## src/rtl/apb_master_pkg.sv

```systemverilog
// Shared types and widths for the APB requester: FSM state encoding and the response payload.
package apb_master_pkg;

   localparam int unsigned TIMEOUT_W  = 8;
   // Widest read data the response payload carries; DATA_WIDTH must not exceed it.
   localparam int unsigned RSP_DATA_W = 32;

   typedef enum logic [1:0] {
      IDLE,
      SETUP,
      ACCESS,
      RESP
   } state_e;

   typedef struct packed {
      logic [RSP_DATA_W-1:0] rdata;
      logic                  error;
      logic                  timeout;
   } rsp_t;

endpackage

```

## src/rtl/apb_master_if.sv

```systemverilog
// Request/response handshake plus APB bus signals of the requester.
// The master modport is the requester's view; the slave modport is its surroundings.
interface apb_master_if #(
   parameter int unsigned ADDR_WIDTH = 1,
   parameter int unsigned DATA_WIDTH = 32
) ();

   logic                  req_valid;
   logic                  req_ready;
   logic [ADDR_WIDTH-1:0] req_addr;
   logic                  req_write;
   logic [DATA_WIDTH-1:0] req_wdata;

   logic                  rsp_valid;
   logic                  rsp_ready;
   logic [DATA_WIDTH-1:0] rsp_rdata;
   logic                  rsp_error;
   logic                  rsp_timeout;

   logic [ADDR_WIDTH-1:0] PADDR;
   logic                  PSEL;
   logic                  PENABLE;
   logic                  PWRITE;
   logic [DATA_WIDTH-1:0] PWDATA;
   logic [DATA_WIDTH-1:0] PRDATA;
   logic                  PREADY;
   logic                  PSLVERR;

   modport master (
      input  req_valid, req_addr, req_write, req_wdata, rsp_ready,
      input  PRDATA, PREADY, PSLVERR,
      output req_ready, rsp_valid, rsp_rdata, rsp_error, rsp_timeout,
      output PADDR, PSEL, PENABLE, PWRITE, PWDATA
   );

   modport slave (
      output req_valid, req_addr, req_write, req_wdata, rsp_ready,
      output PRDATA, PREADY, PSLVERR,
      input  req_ready, rsp_valid, rsp_rdata, rsp_error, rsp_timeout,
      input  PADDR, PSEL, PENABLE, PWRITE, PWDATA
   );

endinterface

```

## src/rtl/apb_timeout_counter.sv

```systemverilog
// Counts ACCESS wait cycles; expired_c flags the wait cycle that would reach TIMEOUT_CYCLES.
module apb_timeout_counter
   import apb_master_pkg::*;
#(
   parameter int unsigned TIMEOUT_CYCLES = 16
) (
   input  logic clk,
   input  logic rst,
   input  logic clear,
   input  logic enable,
   output logic expired_c
);

   localparam logic [TIMEOUT_W-1:0] LAST_WAIT = TIMEOUT_W'(TIMEOUT_CYCLES - 1);

   logic [TIMEOUT_W-1:0] count_q;
   logic [TIMEOUT_W-1:0] count_d;

   // Expiry is flagged during the last permitted wait so the abort lands after exactly TIMEOUT_CYCLES.
   assign expired_c = enable && (count_q == LAST_WAIT);

   always_comb begin
      count_d = count_q;
      if (clear) begin
         count_d = '0;
      end else if (enable && !expired_c) begin
         count_d = count_q + TIMEOUT_W'(1);
      end
   end

   always_ff @(posedge clk) begin
      if (rst) begin
         count_q <= '0;
      end else begin
         count_q <= count_d;
      end
   end

endmodule

```

## src/rtl/apb_master.sv

```systemverilog
// APB requester: takes single commands on a valid/ready port, runs SETUP/ACCESS on APB,
// and returns read data and error status on a valid/ready response port, with an ACCESS timeout.
module apb_master
   import apb_master_pkg::*;
#(
   parameter int unsigned ADDR_WIDTH     = 1,
   parameter int unsigned DATA_WIDTH     = 32,
   parameter int unsigned TIMEOUT_CYCLES = 16
) (
   input logic          PCLK,
   input logic          PRESET,
   apb_master_if.master bus
);

   state_e                state_q,     state_d;
   logic                  req_ready_q, req_ready_d;
   logic                  rsp_valid_q, rsp_valid_d;
   rsp_t                  rsp_q,       rsp_d;
   logic [ADDR_WIDTH-1:0] paddr_q,     paddr_d;
   logic                  pwrite_q,    pwrite_d;
   logic [DATA_WIDTH-1:0] pwdata_q,    pwdata_d;
   logic                  psel_q,      psel_d;
   logic                  penable_q,   penable_d;

   logic req_ready_c;
   logic accept_c;
   logic cnt_clear_c;
   logic cnt_en_c;
   logic expired_c;

   // A response being consumed this cycle frees the requester, so a new command can ride the same edge.
   assign req_ready_c = !PRESET && (req_ready_q || (rsp_valid_q && bus.rsp_ready));
   assign accept_c    = bus.req_valid && req_ready_c;

   assign cnt_clear_c = (state_q != ACCESS);
   assign cnt_en_c    = (state_q == ACCESS) && !bus.PREADY;

   apb_timeout_counter #(
      .TIMEOUT_CYCLES(TIMEOUT_CYCLES)
   ) u_timeout (
      .clk      (PCLK),
      .rst      (PRESET),
      .clear    (cnt_clear_c),
      .enable   (cnt_en_c),
      .expired_c(expired_c)
   );

   always_comb begin
      state_d     = state_q;
      rsp_valid_d = rsp_valid_q;
      rsp_d       = rsp_q;
      paddr_d     = paddr_q;
      pwrite_d    = pwrite_q;
      pwdata_d    = pwdata_q;
      psel_d      = psel_q;
      penable_d   = penable_q;

      unique case (state_q)
         IDLE: ;
         SETUP: begin
            penable_d = 1'b1;
            state_d   = ACCESS;
         end
         ACCESS: begin
            // PREADY wins over a timeout expiring on the same cycle.
            if (bus.PREADY) begin
               rsp_d.rdata   = pwrite_q ? '0 : RSP_DATA_W'(bus.PRDATA);
               rsp_d.error   = bus.PSLVERR;
               rsp_d.timeout = 1'b0;
               psel_d        = 1'b0;
               penable_d     = 1'b0;
               rsp_valid_d   = 1'b1;
               state_d       = RESP;
            end else if (expired_c) begin
               rsp_d.rdata   = '0;
               rsp_d.error   = 1'b1;
               rsp_d.timeout = 1'b1;
               psel_d        = 1'b0;
               penable_d     = 1'b0;
               rsp_valid_d   = 1'b1;
               state_d       = RESP;
            end
         end
         RESP: begin
            if (bus.rsp_ready) begin
               rsp_valid_d = 1'b0;
               state_d     = IDLE;
            end
         end
         default: state_d = IDLE;
      endcase

      // Acceptance is only possible from IDLE or a consumed RESP.
      if (accept_c) begin
         paddr_d  = bus.req_addr;
         pwrite_d = bus.req_write;
         pwdata_d = bus.req_wdata;
         psel_d   = 1'b1;
         state_d  = SETUP;
      end

      req_ready_d = (state_d == IDLE);
   end

   always_ff @(posedge PCLK) begin
      if (PRESET) begin
         state_q     <= IDLE;
         req_ready_q <= 1'b0;
         rsp_valid_q <= 1'b0;
         rsp_q       <= '0;
         paddr_q     <= '0;
         pwrite_q    <= 1'b0;
         pwdata_q    <= '0;
         psel_q      <= 1'b0;
         penable_q   <= 1'b0;
      end else begin
         state_q     <= state_d;
         req_ready_q <= req_ready_d;
         rsp_valid_q <= rsp_valid_d;
         rsp_q       <= rsp_d;
         paddr_q     <= paddr_d;
         pwrite_q    <= pwrite_d;
         pwdata_q    <= pwdata_d;
         psel_q      <= psel_d;
         penable_q   <= penable_d;
      end
   end

   assign bus.req_ready   = req_ready_c;
   assign bus.rsp_valid   = rsp_valid_q;
   assign bus.rsp_rdata   = rsp_q.rdata[DATA_WIDTH-1:0];
   assign bus.rsp_error   = rsp_q.error;
   assign bus.rsp_timeout = rsp_q.timeout;
   assign bus.PADDR       = paddr_q;
   assign bus.PSEL        = psel_q;
   assign bus.PENABLE     = penable_q;
   assign bus.PWRITE      = pwrite_q;
   assign bus.PWDATA      = pwdata_q;

endmodule

```

## src/flat_wrapper.sv

```systemverilog
// flat-port wrapper written by rule: the top's interface ports become plain ports
module apb_master_flat import apb_master_pkg::*;
#(
   parameter int unsigned ADDR_WIDTH     = 1,
   parameter int unsigned DATA_WIDTH     = 32,
   parameter int unsigned TIMEOUT_CYCLES = 16
)
  (PCLK, PRESET, bus_req_valid, bus_req_addr, bus_req_write, bus_req_wdata, bus_rsp_ready, bus_PRDATA, bus_PREADY, bus_PSLVERR, bus_req_ready, bus_rsp_valid, bus_rsp_rdata, bus_rsp_error, bus_rsp_timeout, bus_PADDR, bus_PSEL, bus_PENABLE, bus_PWRITE, bus_PWDATA);
  apb_master_if #(.ADDR_WIDTH(ADDR_WIDTH), .DATA_WIDTH(DATA_WIDTH)) bus_i ();
  input logic PCLK;
  input logic PRESET;
  input wire logic [$bits(bus_i.req_valid)-1:0] bus_req_valid;
  input wire logic [$bits(bus_i.req_addr)-1:0] bus_req_addr;
  input wire logic [$bits(bus_i.req_write)-1:0] bus_req_write;
  input wire logic [$bits(bus_i.req_wdata)-1:0] bus_req_wdata;
  input wire logic [$bits(bus_i.rsp_ready)-1:0] bus_rsp_ready;
  input wire logic [$bits(bus_i.PRDATA)-1:0] bus_PRDATA;
  input wire logic [$bits(bus_i.PREADY)-1:0] bus_PREADY;
  input wire logic [$bits(bus_i.PSLVERR)-1:0] bus_PSLVERR;
  output wire logic [$bits(bus_i.req_ready)-1:0] bus_req_ready;
  output wire logic [$bits(bus_i.rsp_valid)-1:0] bus_rsp_valid;
  output wire logic [$bits(bus_i.rsp_rdata)-1:0] bus_rsp_rdata;
  output wire logic [$bits(bus_i.rsp_error)-1:0] bus_rsp_error;
  output wire logic [$bits(bus_i.rsp_timeout)-1:0] bus_rsp_timeout;
  output wire logic [$bits(bus_i.PADDR)-1:0] bus_PADDR;
  output wire logic [$bits(bus_i.PSEL)-1:0] bus_PSEL;
  output wire logic [$bits(bus_i.PENABLE)-1:0] bus_PENABLE;
  output wire logic [$bits(bus_i.PWRITE)-1:0] bus_PWRITE;
  output wire logic [$bits(bus_i.PWDATA)-1:0] bus_PWDATA;
  assign bus_i.req_valid = bus_req_valid;
  assign bus_i.req_addr = bus_req_addr;
  assign bus_i.req_write = bus_req_write;
  assign bus_i.req_wdata = bus_req_wdata;
  assign bus_i.rsp_ready = bus_rsp_ready;
  assign bus_i.PRDATA = bus_PRDATA;
  assign bus_i.PREADY = bus_PREADY;
  assign bus_i.PSLVERR = bus_PSLVERR;
  assign bus_req_ready = bus_i.req_ready;
  assign bus_rsp_valid = bus_i.rsp_valid;
  assign bus_rsp_rdata = bus_i.rsp_rdata;
  assign bus_rsp_error = bus_i.rsp_error;
  assign bus_rsp_timeout = bus_i.rsp_timeout;
  assign bus_PADDR = bus_i.PADDR;
  assign bus_PSEL = bus_i.PSEL;
  assign bus_PENABLE = bus_i.PENABLE;
  assign bus_PWRITE = bus_i.PWRITE;
  assign bus_PWDATA = bus_i.PWDATA;
  apb_master #(.ADDR_WIDTH(ADDR_WIDTH), .DATA_WIDTH(DATA_WIDTH), .TIMEOUT_CYCLES(TIMEOUT_CYCLES)) u_core (.PCLK(PCLK), .PRESET(PRESET), .bus(bus_i));
endmodule
```

## config.mk

```make
export PLATFORM = sky130hd
export DESIGN_NAME = apb_master_flat
export DESIGN_NICKNAME = d
export VERILOG_FILES = /design/src/rtl/apb_master_pkg.sv /design/src/rtl/apb_master_if.sv /design/src/rtl/apb_timeout_counter.sv /design/src/rtl/apb_master.sv /design/src/flat_wrapper.sv
export SDC_FILE = /design/constraint.sdc
export NUM_CORES = 1
export LEC_CHECK = 0
export BUFFER_PORTS_ARGS = -buffer_cell sky130_fd_sc_hd__buf_4
export CAP_MARGIN = 20
export CORE_MARGIN = 5
export CORE_UTILIZATION = 44
export DETAILED_ROUTE_END_ITERATION = 8
export PLACE_DENSITY = 0.75
export SYNTH_ARGS = -nofsm -noshare
export SYNTH_HDL_FRONTEND = slang
export SYNTH_SLANG_ARGS = --single-unit
```

## constraint.sdc

```tcl
create_clock -name PCLK -period 4.5 [get_ports PCLK]
set_input_delay 0.45 -clock PCLK [delete_from_list [all_inputs] [get_ports PCLK]]
set_output_delay 0.45 -clock PCLK [all_outputs]
set_load 0.01 [all_outputs]
```

==> metrics.txt, run 1 <==
# TYPE chip_impl_metric gauge
chip_impl_info{name="outcome",value="finished, final reports clean"} 1
chip_impl_metric{name="clkTransAtPathRegs",unit="ns"} 0.08
chip_impl_metric{name="grt_first_pass_wirelength",unit="µm"} 12700
chip_impl_metric{name="placeableCoreArea",unit="µm²"} 7210
chip_impl_metric{name="netlist_area",unit="µm²"} 3260
chip_impl_metric{name="power.leakage",unit="nW"} 1.89
chip_impl_metric{name="fmax",unit="MHz"} 453
chip_impl_metric{name="cts.sinks",unit=""} 82
chip_impl_metric{name="first_iter_violations",unit=""} 97
chip_impl_metric{name="detailed_place_hpwl",unit="µm"} 5950
chip_impl_metric{name="postCtsResizedCells",unit=""} 0
chip_impl_metric{name="overflow",unit=""} 0
chip_impl_metric{name="areaGrowthSynthToFinish",unit="%"} 41.5
chip_impl_metric{name="drt-total-wl",unit="µm"} 8310
chip_impl_info{name="post_synth_main_area_contributors",value="sky130_fd_sc_hd__dfxtp_1 (50%), sky130_fd_sc_hd__nand2b_1 (13%), sky130_fd_sc_hd__o21ai_0 (11%), sky130_fd_sc_hd__nand3_1 (5.2%), sky130_fd_sc_hd__nand2_1 (4.5%)"} 1
chip_impl_info{name="worst_setup_path_start_kind",value="flip-flop"} 1
chip_impl_metric{name="yosysWarningCount",unit=""} 0
chip_impl_metric{name="max-cap-violations",unit=""} 0
chip_impl_metric{name="timing.final.hold_violations",unit=""} 0
chip_impl_metric{name="pre_cts_ws",unit="ns"} 2.13
chip_impl_metric{name="clock_path_buffers",unit=""} 2
chip_impl_metric{name="vdd.ir_drop.worst",unit="mV"} 0.170
chip_impl_metric{name="synth_top_area_share",unit="%"} 50.4
chip_impl_metric{name="synth.net_count",unit=""} 457
chip_impl_info{name="setup_repair_after_global_routing_missed_its_margin",value="false"} 1
chip_impl_metric{name="synth-seq-cells",unit=""} 82
chip_impl_info{name="cts_tree",value="yes"} 1
chip_impl_metric{name="period_needed",unit="ns"} 2.21
chip_impl_metric{name="post_route_cells_drive_above_1_share",unit="%"} 32.6
chip_impl_metric{name="die-area",unit="µm²"} 9220
chip_impl_metric{name="critical_path_required",unit="ns"} 4.77
chip_impl_metric{name="post_cts_setup_inserts",unit=""} 0
chip_impl_metric{name="insertedDiodeCount",unit=""} 0
chip_impl_metric{name="slew-limit-headroom",unit="%"} 60.0
chip_impl_info{name="clock-root-buffer",value="sky130_fd_sc_hd__clkbuf_8"} 1
chip_impl_metric{name="start_util",unit="%"} 45.1
chip_impl_metric{name="critical_path_peak_fanout",unit=""} 65
chip_impl_metric{name="pin_count",unit=""} 144
chip_impl_metric{name="routed_via_density",unit=""} 4.85
chip_impl_metric{name="setup_viol",unit=""} 0
chip_impl_metric{name="buffer_ports.inserted",unit=""} 143
chip_impl_metric{name="min_delay_path_depth",unit=""} 3
chip_impl_info{name="final_common_cell",value="sky130_fd_sc_hd__buf_4"} 1
chip_impl_metric{name="clock_insertion_delay_worst_skew",unit="ns"} 0.35
chip_impl_metric{name="seq_total_area_yosys",unit="%"} 50.4
chip_impl_metric{name="syn_inst",unit=""} 380
chip_impl_info{name="setup.worst_path.class",value="reg2reg"} 1
chip_impl_metric{name="finalCritPeriodShare",unit="%"} 49.0
chip_impl_metric{name="final_nets",unit=""} 588
chip_impl_metric{name="wl_per_cell",unit="µm"} 13.5
chip_impl_metric{name="vertical_extent_of_the_die",unit="µm"} 96.0
chip_impl_metric{name="vias_in_the_first_global_route",unit=""} 2756
chip_impl_info{name="holdCritPathClass",value="in2reg"} 1
chip_impl_metric{name="setup-tns-final",unit="ns"} 0
chip_impl_metric{name="chipWidth",unit="µm"} 96.0
chip_impl_metric{name="holdBufCountCts",unit=""} 0
chip_impl_info{name="most-common-layout-cells",value="sky130_fd_sc_hd__buf_4 (145), sky130_fd_sc_hd__dfxtp_1 (82), sky130_fd_sc_hd__o21ai_0 (71)"} 1
chip_impl_metric{name="place_congestion",unit=""} 0.771
chip_impl_metric{name="p_per_area",unit="nW/µm²"} 328
chip_impl_metric{name="fillers",unit=""} 636
chip_impl_metric{name="route.vias.total",unit=""} 2975
chip_impl_metric{name="number_of_antenna_violations_at_the_first_check_in_global_routing",unit=""} 0
chip_impl_metric{name="clock_skew",unit="ns"} 0.00931
chip_impl_metric{name="synth_cell_types",unit=""} 32
chip_impl_info{name="setup.worst_path.end_class",value="flip-flop"} 1
chip_impl_metric{name="pins_over_slew_limit",unit=""} 0
chip_impl_metric{name="worstMarginPinSlew",unit="ns"} 0.600
chip_impl_metric{name="detailed_routing_iterations_pass_1",unit=""} 4
chip_impl_metric{name="number_of_buffers_added_by_the_clock_tree_synthesis_step",unit=""} 9
chip_impl_metric{name="drc_markers",unit=""} 0
chip_impl_metric{name="ff2ff_path_depth",unit=""} 7
chip_impl_metric{name="worst_ep_arrival_time",unit="ns"} 2.47
chip_impl_metric{name="grt_start_max_net_pins",unit=""} 79
chip_impl_metric{name="h_tree_lvl_count",unit=""} 3
chip_impl_metric{name="ant_nets",unit=""} 0
chip_impl_metric{name="final_critical_path_setup_slack",unit="ns"} 2.29
chip_impl_info{name="yosys.area.top_type",value="sky130_fd_sc_hd__dfxtp_1"} 1
chip_impl_metric{name="gr_util_all_layers",unit="%"} 17.6
chip_impl_metric{name="std_cell_rows",unit=""} 31
chip_impl_metric{name="avgSynthCellArea",unit="µm²"} 8.57
stage by stage:
step / hold slack (ns) / utilization [%] / cells / power (W) / area [µm²]
after floorplan: 0.460 / - / 380 / 0.000847 / 3260
after global placement: 0.458 / 60.7 / 598 / 0.000946 / 4380
after detailed placement: 0.465 / 60.7 / 598 / 0.000948 / 4380
after CTS: 0.272 / 63.7 / 613 / 0.00153 / 4600
after global routing: 0.274 / 63.9 / 614 / 0.00158 / 4610
final: 0.291 / 63.9 / 614 / 0.00151 / 4610
area by class of cell:
cell class              count  area [µm²]  area share (%)
flip-flops and latches     82        1640            35.6
multi-input cells         266        1490            32.3
repair buffers            147        1120            24.3
clock buffers              10         138            2.99
well taps                  99         124            2.69
clock inverters             5        78.8            1.71
inverters                   5        18.8           0.407
routing by layer:
layer | global-route usage, % | up-vias | wire (µm)
li1 | - | 1528 | -
met1 | 21.9 | 1341 | 3610
met2 | 27.7 | 95 | 3860
met3 | 5.24 | 11 | 685
met4 | 8.65 | 0 | 162
met5 | 0 | - | 0
cell families (layout without fill, tap and decap cells):
group	Yosys count	after routing	synth area share (%)
xor gates and xnor gates	4	4	1.08
and+or+nand+nor	170	170	27.5
muxes	1	1	0.307
adders and majority gates	5	5	1.92
buffers and inverters	32	167	4.19
DFF	82	82	50.4
AOI/OAI and AO/OA	86	86	14.6
state kept, by name (all words and copies together) (netlist names):
signal                    count
u_core.req_ready_q            1
u_core.u_timeout.count_q      8
u_core.bus.rsp_timeout        1
u_core.bus.PENABLE            1
u_core.bus.PADDR              1
u_core.bus.PSEL               1
u_core.bus.rsp_valid          1
u_core.bus.PWDATA            32
u_core.bus.PWRITE             1
u_core.state_q                2
u_core.bus.rsp_error          1
u_core.bus.rsp_rdata         32
synthesized netlist by cell type:
cell type and n:
sky130_fd_sc_hd__a2111oi_0 1, sky130_fd_sc_hd__buf_6 1, sky130_fd_sc_hd__o21ai_0 71, sky130_fd_sc_hd__or4_4 1, sky130_fd_sc_hd__a311oi_1 1, sky130_fd_sc_hd__o21ai_1 1, sky130_fd_sc_hd__or4b_2 1, sky130_fd_sc_hd__inv_1 5
sky130_fd_sc_hd__a311oi_2 1, sky130_fd_sc_hd__o21bai_1 1, sky130_fd_sc_hd__clkbuf_1 22, sky130_fd_sc_hd__ha_1 5, sky130_fd_sc_hd__xor2_1 1, sky130_fd_sc_hd__nor4_1 1, sky130_fd_sc_hd__nor2b_1 2, sky130_fd_sc_hd__buf_4 2
sky130_fd_sc_hd__buf_1 1, sky130_fd_sc_hd__nand2b_1 69, sky130_fd_sc_hd__nor3_1 4, sky130_fd_sc_hd__dfxtp_1 82, sky130_fd_sc_hd__nand2_1 39, sky130_fd_sc_hd__or3_1 2, sky130_fd_sc_hd__o31ai_4 1, sky130_fd_sc_hd__nor2_1 14
sky130_fd_sc_hd__a21oi_1 6, sky130_fd_sc_hd__xnor2_1 3, sky130_fd_sc_hd__mux2i_1 1, sky130_fd_sc_hd__nor3b_1 3, sky130_fd_sc_hd__buf_2 1, sky130_fd_sc_hd__a211oi_1 2, sky130_fd_sc_hd__a221oi_1 1, sky130_fd_sc_hd__nand3_1 34
report_power, final:
group	internal (W)	leakage [nW]	switching [W]
clock	0.000324	0.112	0.000256
combinational	0.0000938	1.12	0.0000719
sequential	0.000750	0.665	0.0000145
total	0.00117	1.89	0.000343
worst paths after layout:
| path | start | end | slack (ns) |
|---|---|---|---|
| setup / recovery | u_core.state_q[0] | u_core.bus.rsp_rdata[0] | 2.29 |
| hold reg to reg | u_core.bus.rsp_rdata[11] | u_core.bus.rsp_rdata[11] | 0.48 |
| setup reg to reg | u_core.state_q[0] | u_core.bus.rsp_rdata[0] | 2.29 |
| hold / removal | bus_req_wdata[30] | u_core.bus.PWDATA[30] | 0.29 |
critical path, stage by stage, from the launching register on:
cell and delay [ns]:
sky130_fd_sc_hd__dfxtp_1 0.35, sky130_fd_sc_hd__inv_1 0.13, sky130_fd_sc_hd__ha_1 0.33, sky130_fd_sc_hd__inv_1 0.15, sky130_fd_sc_hd__o31ai_4 0.34, sky130_fd_sc_hd__buf_4 0.52, sky130_fd_sc_hd__nand3_1 0.17, sky130_fd_sc_hd__o21ai_0 0.11
Power figures use the tool's default switching activity.
==> run 2: changes to the inputs <==
--- a/config.mk
+++ b/config.mk
@@ -5,12 +5,13 @@
 export SDC_FILE = /design/constraint.sdc
 export NUM_CORES = 1
 export LEC_CHECK = 0
+export ABC_AREA = 1
 export BUFFER_PORTS_ARGS = -buffer_cell sky130_fd_sc_hd__buf_4
 export CAP_MARGIN = 20
 export CORE_MARGIN = 5
 export CORE_UTILIZATION = 44
 export DETAILED_ROUTE_END_ITERATION = 8
-export PLACE_DENSITY = 0.75
+export PLACE_DENSITY = 0.74
 export SYNTH_ARGS = -nofsm -noshare
 export SYNTH_HDL_FRONTEND = slang
 export SYNTH_SLANG_ARGS = --single-unit
==> constraint.sdc (replaced) <==
create_clock -name PCLK -period 2.25 [get_ports PCLK]
set_input_delay 0.225 -clock PCLK [delete_from_list [all_inputs] [get_ports PCLK]]
set_output_delay 0.225 -clock PCLK [all_outputs]
set_load 0.01 [all_outputs]
==> metrics.txt, run 2 <==
# TYPE chip_impl_metric gauge
chip_impl_metric{name="route.vias.total",unit=""} 3557
chip_impl_info{name="final_common_cell",value="sky130_fd_sc_hd__buf_4"} 1
chip_impl_metric{name="clkTransAtPathRegs",unit="ns"} 0.08
chip_impl_info{name="clock-root-buffer",value="sky130_fd_sc_hd__clkbuf_8"} 1
chip_impl_info{name="dominantRegCellSynth",value="sky130_fd_sc_hd__dfxtp_1"} 1
chip_impl_metric{name="start_util",unit="%"} 45.6
chip_impl_metric{name="worst_ep_arrival_time",unit="ns"} 2.01
chip_impl_metric{name="fin_hold_ws",unit="ns"} 0.108
chip_impl_metric{name="ant_nets",unit=""} 0
chip_impl_metric{name="synth_top_area_share",unit="%"} 46.1
chip_impl_metric{name="die-area",unit="µm²"} 9990
chip_impl_metric{name="syn_inst",unit=""} 493
chip_impl_metric{name="overflow",unit=""} 0
chip_impl_metric{name="power.leakage",unit="nW"} 2.33
chip_impl_info{name="yosys.area.top_type",value="sky130_fd_sc_hd__dfxtp_1"} 1
chip_impl_metric{name="synth_async_sr_flop_share",unit="%"} 0
chip_impl_metric{name="cts.sinks",unit=""} 82
chip_impl_metric{name="timing.final.hold_violations",unit=""} 0
chip_impl_metric{name="post_route_cells_drive_above_1_share",unit="%"} 29.2
chip_impl_metric{name="detailed_routing_iterations_pass_1",unit=""} 5
chip_impl_metric{name="routed_via_density",unit=""} 4.91
chip_impl_metric{name="ff2ff_path_depth",unit=""} 8
chip_impl_metric{name="grt_start_max_net_pins",unit=""} 47
chip_impl_metric{name="yosysWarningCount",unit=""} 0
chip_impl_metric{name="holdBufCountCts",unit=""} 0
chip_impl_metric{name="seq_total_area_yosys",unit="%"} 46.1
chip_impl_metric{name="worstMarginPinSlew",unit="ns"} 0.655
chip_impl_metric{name="detailed_place_hpwl",unit="µm"} 6820
chip_impl_metric{name="number_of_buffers_added_by_the_clock_tree_synthesis_step",unit=""} 9
chip_impl_metric{name="avgSynthCellArea",unit="µm²"} 7.22
chip_impl_metric{name="p_per_area",unit="nW/µm²"} 658
chip_impl_metric{name="setup_viol",unit=""} 0
chip_impl_metric{name="vertical_extent_of_the_die",unit="µm"} 100
chip_impl_info{name="outcome",value="finished, final reports clean"} 1
chip_impl_metric{name="number_of_antenna_violations_at_the_first_check_in_global_routing",unit=""} 0
chip_impl_info{name="cts_tree",value="yes"} 1
chip_impl_info{name="holdCritPathClass",value="in2reg"} 1
chip_impl_metric{name="vias_in_the_first_global_route",unit=""} 3415
chip_impl_metric{name="setup-tns-final",unit="ns"} 0
chip_impl_metric{name="r2r_slack",unit="ns"} 0.50
chip_impl_metric{name="min_delay_path_depth",unit=""} 3
chip_impl_metric{name="pins_over_slew_limit",unit=""} 0
chip_impl_metric{name="wl_per_cell",unit="µm"} 13.0
chip_impl_metric{name="max-cap-violations",unit=""} 0
chip_impl_metric{name="gr_util_all_layers",unit="%"} 18.7
chip_impl_metric{name="drc_markers",unit=""} 0
chip_impl_info{name="worst_setup_path_start_kind",value="flip-flop"} 1
chip_impl_metric{name="postCtsResizedCells",unit=""} 0
chip_impl_metric{name="insertedDiodeCount",unit=""} 0
chip_impl_metric{name="h_tree_lvl_count",unit=""} 3
chip_impl_metric{name="chipWidth",unit="µm"} 100
chip_impl_metric{name="post_cts_setup_inserts",unit=""} 0
chip_impl_metric{name="period_needed",unit="ns"} 1.75
chip_impl_metric{name="placeableCoreArea",unit="µm²"} 7810
chip_impl_info{name="post_synth_main_area_contributors",value="sky130_fd_sc_hd__dfxtp_1 (46%), sky130_fd_sc_hd__nand3_1 (15%), sky130_fd_sc_hd__nand2_1 (15%), sky130_fd_sc_hd__nor2_1 (5.0%), sky130_fd_sc_hd__a21oi_1 (4.9%)"} 1
chip_impl_metric{name="pre_cts_ws",unit="ns"} 0.518
chip_impl_metric{name="vdd.ir_drop.worst",unit="mV"} 0.379
chip_impl_metric{name="fillers",unit=""} 722
chip_impl_metric{name="slew-limit-headroom",unit="%"} 56.2
chip_impl_info{name="setup.worst_path.class",value="reg2reg"} 1
chip_impl_metric{name="clock_insertion_delay_worst_skew",unit="ns"} 0.33
chip_impl_metric{name="clock_path_buffers",unit=""} 2
chip_impl_metric{name="grt_first_pass_wirelength",unit="µm"} 15400
chip_impl_info{name="synth.most_common_cell",value="sky130_fd_sc_hd__nand2_1"} 1
chip_impl_metric{name="synth_enable_flop_cells",unit=""} 0
chip_impl_metric{name="post-layout-total-power",unit="W"} 0.00320
chip_impl_metric{name="final_nets",unit=""} 696
chip_impl_metric{name="place_congestion",unit=""} 0.765
chip_impl_metric{name="netlist_area",unit="µm²"} 3560
chip_impl_metric{name="areaGrowthSynthToFinish",unit="%"} 36.3
chip_impl_info{name="setup.worst_path.end_class",value="flip-flop"} 1
chip_impl_metric{name="final_critical_path_setup_slack",unit="ns"} 0.504
chip_impl_metric{name="clock_skew",unit="ns"} 0.00839
chip_impl_metric{name="finalCritPeriodShare",unit="%"} 77.6
chip_impl_metric{name="synth_cell_types",unit=""} 24
chip_impl_info{name="most-common-layout-cells",value="sky130_fd_sc_hd__buf_4 (151), sky130_fd_sc_hd__nand2_1 (140), sky130_fd_sc_hd__nand3_1 (108)"} 1
chip_impl_metric{name="synth-seq-cells",unit=""} 82
chip_impl_metric{name="pin_count",unit=""} 144
chip_impl_info{name="synth.cells.most_frequent",value="sky130_fd_sc_hd__nand2_1 (140), sky130_fd_sc_hd__nand3_1 (108), sky130_fd_sc_hd__dfxtp_1 (82), sky130_fd_sc_hd__nor2_1 (47), sky130_fd_sc_hd__a21oi_1 (35)"} 1
chip_impl_metric{name="fmax",unit="MHz"} 573
chip_impl_metric{name="buffer_ports.inserted",unit=""} 143
chip_impl_metric{name="first_iter_violations",unit=""} 151
chip_impl_metric{name="critical_path_peak_fanout",unit=""} 14
chip_impl_metric{name="critical_path_required",unit="ns"} 2.51
chip_impl_metric{name="std_cell_rows",unit=""} 32
chip_impl_metric{name="synth.net_count",unit=""} 570
chip_impl_info{name="setup_repair_after_global_routing_missed_its_margin",value="false"} 1
chip_impl_metric{name="drt-total-wl",unit="µm"} 9440
==> run 2: cell types whose count changed after synthesis, sizes merged, moves of 3 or more <==
cell	change
nor3	-4
nand2b	-69
buf	+18
nand3	+75
clkbuf	-8
inv	+13
nand2	+102
o21ai	-69
a21oi	+39
nor3b	-3
nor2	+33
==> run 2: per-stage QoR <==
stage / util [%] / cell area [µm²] / cells
3_3_place_gp: 59.7 / 4660 / 710
2_1_floorplan: - / 3560 / 493
6_report: 62.2 / 4850 / 725
3_5_place_dp: 59.7 / 4660 / 710
4_1_cts: 62.2 / 4850 / 725
5_1_grt: 62.2 / 4850 / 725
==> run 2: power breakdown <==
part / switching [W] / internal (W)
Sequential: 0.0000466 / 0.00153
Combinational: 0.000303 / 0.000272
Clock: 0.000501 / 0.000540
Total: 0.000850 / 0.00235
==> run 2: final cells by class <==
| cell class | count | area, µm² | area share [%] |
|---|---|---|---|
| repair buffers | 152 | 1150 | 23.8 |
| clock buffers | 11 | 141 | 2.91 |
| multi-input cells | 356 | 1670 | 34.4 |
| clock inverters | 4 | 51.3 | 1.06 |
| inverters | 18 | 67.6 | 1.39 |
| well taps | 102 | 128 | 2.63 |
| flip-flops and latches | 82 | 1640 | 33.8 |
==> run 2: worst max-delay path, stage by stage (launching register included) <==
cell,delay [ns]
sky130_fd_sc_hd__dfxtp_1,0.34
sky130_fd_sc_hd__inv_1,0.13
sky130_fd_sc_hd__ha_2,0.39
sky130_fd_sc_hd__nand2_1,0.12
sky130_fd_sc_hd__o21bai_1,0.16
sky130_fd_sc_hd__buf_4,0.17
sky130_fd_sc_hd__inv_1,0.17
sky130_fd_sc_hd__nand2_1,0.08
sky130_fd_sc_hd__a21oi_1,0.12
==> run 2: path summary, 6_finish.rpt <==
path                                            from                          end
worst max register to register     u_core.state_q[0]  u_core.u_timeout.count_q[2]
worst min-delay path               bus_req_wdata[17]        u_core.bus.PWDATA[17]
worst min register to register  u_core.bus.rsp_error         u_core.bus.rsp_error
worst max-delay path               u_core.state_q[0]  u_core.u_timeout.count_q[2]
==> run 2: layer usage <==
metal	track usage, %	vias up	share of wire, %
li1	-	1852	-
met1	23.0	1576	44
met2	29.8	125	45
met3	7.99	4	11
met4	5.67	0	0.56
met5	0	-	0
==> run 2: kinds of logic after synthesis <==
group | share of synthesized area (%)
AOI/OAI and AO/OA | 8.75
xor gates and xnor gates | 0.492
adders and majority gates | 1.76
buffers and inverters | 7.34
DFF | 46.1
and+or+nand+nor | 35.6
